**src/rtl/mult_hilo_unit_pkg.sv**
```systemverilog
// Shared definitions for the HI/LO multiply unit: read-select codes, FSM
// state encoding and the default operand width.
package mult_hilo_unit_pkg;

    localparam int DEFAULT_WIDTH = 32;

    localparam logic [1:0] SEL_ALU = 2'b00;
    localparam logic [1:0] SEL_HI  = 2'b01;
    localparam logic [1:0] SEL_LO  = 2'b10;

    typedef logic [1:0] state_t;

    localparam state_t ST_IDLE = 2'd0;
    localparam state_t ST_RUN  = 2'd1;
    localparam state_t ST_DONE = 2'd2;

endpackage

```
**src/rtl/mult_datapath.sv**
```systemverilog
// Iterative unsigned shift-add multiplier datapath: operand, partial product and
// step counter. Radix-4 stepping (two multiplier bits per cycle) under MULT_RADIX4_EN.
module mult_datapath
    import mult_hilo_unit_pkg::*;
#(
    parameter int WIDTH = DEFAULT_WIDTH
) (
    input  logic               clk,
    input  logic               rst_n,
    input  logic               start,
    input  logic               step,
    input  logic [WIDTH-1:0]   src_a,
    input  logic [WIDTH-1:0]   src_b,
    output logic [2*WIDTH-1:0] prod_next,
    output logic               last
);

`ifdef MULT_RADIX4_EN
    localparam int STEPS = WIDTH / 2;
`else
    localparam int STEPS = WIDTH;
`endif
    localparam int CNT_W = $clog2(STEPS + 1);

    logic [WIDTH-1:0]   a_reg;
    logic [2*WIDTH-1:0] p_reg;
    logic [CNT_W-1:0]   cnt;

    // The multiplier occupies the low half of p_reg and is shifted out as the
    // accumulated upper half shifts in, so after the last step p_reg is the product.
`ifdef MULT_RADIX4_EN
    logic [WIDTH+1:0] addend;
    logic [WIDTH+1:0] sum;

    always_comb begin
        addend = '0;
        case (p_reg[1:0])
            2'b01:   addend = {2'b00, a_reg};
            2'b10:   addend = {1'b0, a_reg, 1'b0};
            2'b11:   addend = {2'b00, a_reg} + {1'b0, a_reg, 1'b0};
            default: addend = '0;
        endcase
    end

    assign sum       = {2'b00, p_reg[2*WIDTH-1:WIDTH]} + addend;
    assign prod_next = {sum, p_reg[WIDTH-1:2]};
`else
    logic [WIDTH:0] sum;

    assign sum       = {1'b0, p_reg[2*WIDTH-1:WIDTH]} + (p_reg[0] ? {1'b0, a_reg} : '0);
    assign prod_next = {sum, p_reg[WIDTH-1:1]};
`endif

    assign last = (cnt == CNT_W'(STEPS - 1));

    always_ff @(posedge clk or negedge rst_n) begin
        if (!rst_n) begin
            a_reg <= '0;
            p_reg <= '0;
            cnt   <= '0;
        end else if (start) begin
            a_reg <= src_a;
            p_reg <= {{WIDTH{1'b0}}, src_b};
            cnt   <= '0;
        end else if (step) begin
            p_reg <= prod_next;
            cnt   <= cnt + 1'b1;
        end
    end

endmodule

```
**src/rtl/mult_hilo_unit.sv**
```systemverilog
// MIPS-style multu unit: IDLE/RUN/DONE control, architectural HI/LO registers
// and the EX-stage result mux. Optional radix-4 datapath via MULT_RADIX4_EN.
module mult_hilo_unit
    import mult_hilo_unit_pkg::*;
#(
    parameter int WIDTH = DEFAULT_WIDTH
) (
    input  logic             clk,
    input  logic             rst_n,
    input  logic             multu,
    input  logic [1:0]       sel,
    input  logic [WIDTH-1:0] src_a,
    input  logic [WIDTH-1:0] src_b,
    input  logic [WIDTH-1:0] alu_result,
    output logic [WIDTH-1:0] dout,
    output logic [WIDTH-1:0] hi,
    output logic [WIDTH-1:0] lo,
    output logic             busy,
    output logic             done,
    output logic             stall
);

    state_t             state;
    logic               start;
    logic               step;
    logic               last;
    logic [2*WIDTH-1:0] prod_next;

    // A new multiply may start from IDLE or straight out of DONE; RUN ignores multu.
    assign start = multu && (state != ST_RUN);
    assign step  = (state == ST_RUN);

    mult_datapath #(
        .WIDTH(WIDTH)
    ) u_datapath (
        .clk       (clk),
        .rst_n     (rst_n),
        .start     (start),
        .step      (step),
        .src_a     (src_a),
        .src_b     (src_b),
        .prod_next (prod_next),
        .last      (last)
    );

    always_ff @(posedge clk or negedge rst_n) begin
        if (!rst_n) begin
            state <= ST_IDLE;
            hi    <= '0;
            lo    <= '0;
        end else begin
            case (state)
                ST_RUN: begin
                    if (last) begin
                        state    <= ST_DONE;
                        {hi, lo} <= prod_next;
                    end
                end
                default: state <= multu ? ST_RUN : ST_IDLE;
            endcase
        end
    end

    assign busy  = (state == ST_RUN);
    assign done  = (state == ST_DONE);
    assign stall = busy && ((sel == SEL_HI) || (sel == SEL_LO) || multu);

    always_comb begin
        dout = alu_result;
        case (sel)
            SEL_HI:  dout = hi;
            SEL_LO:  dout = lo;
            default: dout = alu_result;
        endcase
    end

endmodule

```
**config.mk**
```make
export PLATFORM = sky130hd
export DESIGN_NAME = mult_hilo_unit
export DESIGN_NICKNAME = d
export VERILOG_FILES = /design/src/rtl/mult_hilo_unit_pkg.sv /design/src/rtl/mult_datapath.sv /design/src/rtl/mult_hilo_unit.sv
export SDC_FILE = /design/constraint.sdc
export NUM_CORES = 1
export LEC_CHECK = 0
export ABC_CLOCK_PERIOD_IN_PS = 3000
export CORE_ASPECT_RATIO = 0.6
export CORE_UTILIZATION = 34
export CTS_CLUSTER_SIZE = 30
export DETAILED_ROUTE_END_ITERATION = 12
export PLACE_DENSITY_LB_ADDON = 0.25
export SLEW_MARGIN = 20
export SYNTH_ARGS = -nofsm -noshare
export SYNTH_HDL_FRONTEND = slang
export SYNTH_SLANG_ARGS = --single-unit
```
**constraint.sdc**
```tcl
create_clock -name clk -period 3 [get_ports clk]
set_clock_uncertainty 0.1 [all_clocks]
set_input_delay 0.3 -clock clk [delete_from_list [all_inputs] [get_ports clk]]
set_output_delay 0.3 -clock clk [all_outputs]
set_load 0.01 [all_outputs]
```
# Word level (Yosys, flattened, before mapping)
# Index checks and enable logic that the tools add are counted.
op_classes:
  muxes: 9
  n_eq_ne: 7
  n_reduce_logical: 6
  n_addsub: 2
op_table:
  columns: ["cell", "n"]
  rows:
  - ["two-way mux 64 bit", 2]
  - ["one-hot mux 32 bit (2 select lines)", 1]
  - ["adder 32 x 33 -> 33 bit", 1]
  - ["two-way mux 32 bit", 1]
  - ["two-way mux 6 bit", 2]
  - ["adder 6 x 1 -> 6 bit, second input constant", 1]
  - ["== test 6 x 5 -> 1 bit, second input constant", 1]
  - ["== test 2 x 1 -> 1 bit, second input constant", 2]
  - ["== test 2 bit, second input constant", 2]
  - ["two-way mux 2 bit", 2]
  - ["inequality test 2 x 1 -> 1 bit, second input constant", 2]
  - ["logical AND 1 bit", 2]
  - ["logical OR 1 bit", 2]
  - ["AND reduction 2 bit", 1]
  - ["nonzero test 2 bit", 1]
  - ["two-way mux 1 bit", 1]
word_totals:
  input_bits: 101
  output_inout_bits: 99
  word_cells: 30
  reg_bits: 168

# Logic depth before layout (Yosys ltp)
depth:
  depth_word: 4
  mapped_depth: 11
  depth_no_buf: 10

# Hierarchy
# Synthesis repeated with hierarchy kept, for this count alone.
hier_totals:
  cells_unflattened: 960
  hier_area_um2: 9918.3
by_module_without_submodules:
  columns: ["module", "area_each_um2", "seq_area_each_um2", "instances", "cells_per_inst"]
  rows:
  - ["mult_datapath", 6675.2, 2552.4, 1, 702]
  - ["mult_hilo_unit", 3243.1, 1651.6, 1, 258]

# Worst setup path after synthesis
# OpenSTA, ideal clock, no wires.
synth_path:
  path_kind: "register -> register"
  from: "register u_datapath.p_reg[0]"
  to: "register hi[23]"
  path_buffers: 1
  slack_ns: -0.077
  stages_incl_launch_ff: 11
  arrival_time_ns: 2.852
  period_less_slack_ns: 3.077
  t_required_ns: 2.775
  path_cell_list: "dfrtp_1 -> clkbuf_1 -> and2_1 -> fa_1 -> a21o_1 -> a221oi_2 -> o21ai_2 -> and4_4 -> a2111oi_4 -> xnor2_1 -> mux2_4"
synth_via:
  elab_chain_len: 2
synth_lines:
  columns: ["element", "line_no", "rtl"]
  rows:
  - ["from (decl)", "mult_datapath.sv:26", "logic [2*WIDTH-1:0] p_reg;"]
  - ["from (signal assigned)", "mult_datapath.sv:63", "p_reg <= {{WIDTH{1'b0}}, src_b};"]
  - ["from (signal assigned)", "mult_datapath.sv:66", "p_reg <= prod_next;"]
  - ["two-way mux 32 bit", "mult_datapath.sv:50", "assign sum = {1'b0, p_reg[2*WIDTH-1:WIDTH]} + (p_reg[0] ? {1'b0, a_reg} : '0);"]
  - ["adder 32 x 33 -> 33 bit", "mult_datapath.sv:50", null]
  - ["to (signal assigned)", "mult_hilo_unit.sv:56", "{hi, lo} <= prod_next;"]
  - ["to (decl)", "mult_hilo_unit.sv:16", "output logic [WIDTH-1:0] hi,"]
# No other way between the ends.
# A chain may end at the register's enable or synchronous reset.

# Worst setup path after layout
# Ends and elaborated chain as after synthesis.

==> run_results.csv <==
group,metric,value,unit
logic_synthesis,syn_nets,1161,
route,drc,0,
logic_synthesis,netlist_area,9350,um^2
global_route,antenna_found_initial,0,
route,wirelength,31.0,mm
logic_synthesis,ys_seq_area_share,45.0,%
clock_tree,cts_tree,"built",
route,first_pass_iters,6,
finish,n_antenna_cell,0,
flow_run,maxCapViolCount,0,
timing,rsz0062_at_grt,"true",
finish,fin_nets,1418,
floorplan,core_area,26700,um^2
clock_tree,cts_root_buf,"clkbuf_16",
floorplan,die_h,130,um
logic_synthesis,synth-edff-count,0,
setup_path,startpoint_type,"register",
finish,syn_to_final_growth,48.3,%
setup_path,path_max_fanout,4,
place,portBuffers,199,
timing,hold_violations,0,
pwr,irDropWorstVdd,0.570,mV
setup_path,endpoint_kind,"register",
hold_path,hold_path.class,"in -> reg",
timing,slew_viol_final,0,
setup_path,worstPathRequired,3230,ps
timing,fmax,318,MHz
logic_synthesis,syn_area_per_cell,9.13,um^2
logic_synthesis,yosys_most_used_dff,"dfrtp_1",
timing,fin_setup_tns,-942,ps
global_route,grt_overflow_total,0,
timing,finalSetupViolCount,17,
timing,post-route-worst-setup-slack,-142,ps
setup_path,worst_path_max_delay_cell,"dfrtp_2",
place,hpwl,21.6,mm
logic_synthesis,synthArstFlopShare,100,%
global_route,globalRouteTotalUtil,21.7,%
setup_path,critPathKind,"reg -> reg",
global_route,grt_max_degree,66,
clock_tree,htree_levels,4,
route,ant_nets,0,
route,drtIter0Drc,610,
global_route,grt_pass1_wl,46.9,mm
setup_path,path_cells,"buf_12 -> and2_4 -> ha_4 -> fa_2 -> a21o_1 -> a221oi_4 -> o21ai_2 -> and4_4 -> a2111oi_4 -> buf_6 -> xnor2_4 -> mux2_4",
logic_synthesis,ys_ff_latch,168,
timing,period_share,105,%
place,pre_cts_ws,-268,ps
pwr,powerDensity,1140,nW/um^2
route,vias,8615,
outcome,status,"finished, violations left",
place,gp_congestion,0.929,
setup_path,cp.arrival,3370,ps
timing,post-route-min-period,3140,ps
floorplan,initial_utilization,35.0,%
route,wl_per_cell,18.7,um
setup_path,slowest_delay,430,ps
timing,worst_pin_slew,548,ps
outcome,violations,"negative setup slack",
clock_tree,path_clk_slew,70,ps
logic_synthesis,synth_cells,1024,
timing,slew_headroom,63.5,%
floorplan,ios,200,
clock_tree,clockBufferDepth,2,
floorplan,rows,46,
global_route,grt_pass1_vias,8193,
clock_tree,cts.sinks,168,
pwr,p_leak,6.18,nW
logic_synthesis,ys_warn_count,0,
floorplan,die_area,28200,um^2
pwr,finalPower,15.8,mW
finish,largest_register_ffs,64,
clock_tree,clock_latency,450,ps
route,vias_per_cell,5.21,
clock_tree,numCtsBuffers,17,
finish,drive_above_1_share,22.1,%
logic_synthesis,ys_types,59,
floorplan,fp.dieW,216,um
## synthesized netlist by cell type, drive strengths merged (10+ instances only)
cell type	number	area, um^2
ha	35	438
clkbuf	61	231
a21o	22	165
nand4	28	175
o21ai	116	584
a21oi	41	205
mux2i	37	370
and3	10	62.6
mux2	38	432
a22oi	33	248
buf	10	40.0
inv	10	37.5
and2	33	206
nor2	18	67.6
nand2	230	863
xnor2	15	131
dfrtp	168	4200
nand3	26	130
## final cells by class
type                       count  area [um^2]
multi-input combinational    775         5560
timing repair buffer         309         2990
clock buffer                  19          453
sequential                   168         4210
fill                        2468        12800
tap                          360          450
inverter                      10         37.5
clock inverter                13          168
## repair_timing
item	in CTS	in global routing
buffers inserted	12	22
endpoints found under the hold margin	48	0
setup endpoints to repair	28	37
gates cloned	1	0
hold buffers	1	0
pin swaps	15	44
resized for setup	46	99
## worst paths after layout
check / cells past startpoint / slack, ps / from / to
worst max-delay path: 12 / -140 / u_datapath.p_reg[0] / hi[23]
worst min register to register: 2 / 390 / u_datapath.p_reg[27] / lo[26]
worst max register to register: 12 / -140 / u_datapath.p_reg[0] / hi[23]
min in group asynchronous: 2 / 280 / rst_n / u_datapath.a_reg[27]
worst min-delay path: 3 / 270 / multu / u_datapath.p_reg[5]
max in group asynchronous: 3 / 1690 / rst_n / u_datapath.p_reg[10]
## power by group
part | switching, mW | internal [mW]
Combinational | 4.48 | 4.59
Clock | 0.989 | 1.36
Sequential | 0.968 | 3.36
## critical path, delay by kind of cell (launching register included)
kind	cells	cell delay, ps
AO/OA/AOI/OAI	4	970
AND/OR/NAND/NOR	2	340
flip-flops	1	430
XOR/XNOR	1	70
adder cells (fa/ha/maj)	2	510
multiplexers	1	250
buffers and inverters	2	330
## metal layers
metal | vias to the layer above | routed length (um) | part of all wire [%] | global-route usage (%)
met1 | 4181 | 14800 | 48 | 31.4
li1 | 4141 | - | - | -
met3 | 28 | 2140 | 6.9 | 5.79
met4 | 0 | 503 | 1.6 | 7.00
met2 | 265 | 13500 | 44 | 31.4
met5 | - | 0 | 0 | 0
## cells by family after synthesis
kind of cell	Yosys count	synth area share [%]
AOI/OAI and AO/OA	256	17.0
xor gates and xnor gates	24	2.25
DFF	168	45.0
adders and majority gates	36	4.90
muxes	75	8.58
buffers and inverters	81	3.30
and+or+nand+nor	384	19.0
## cell usage in the layout (no fill, tap or decap), drive strengths merged, types with 26 or more instances in the layout
cell type / count
a21oi: 41
a22oi: 33
and2: 33
buf: 111
clkdlybuf4s50: 197
dfrtp: 168
ha: 35
mux2: 38
mux2i: 37
nand2: 230
nand3: 26
nand4: 28
o21ai: 116
## stage by stage
stage	util (%)	hold slack [ps]	instances	cell area, um^2
CTS	49.6	264	1637	13200
finish	51.9	271	1654	13900
detailed placement	45.7	188	1592	12200
global route	51.9	292	1654	13900
global placement	45.7	194	1592	12200
floorplan	-	-95.6	1024	9360
Note: power is estimated with default switching activity, not from simulation.
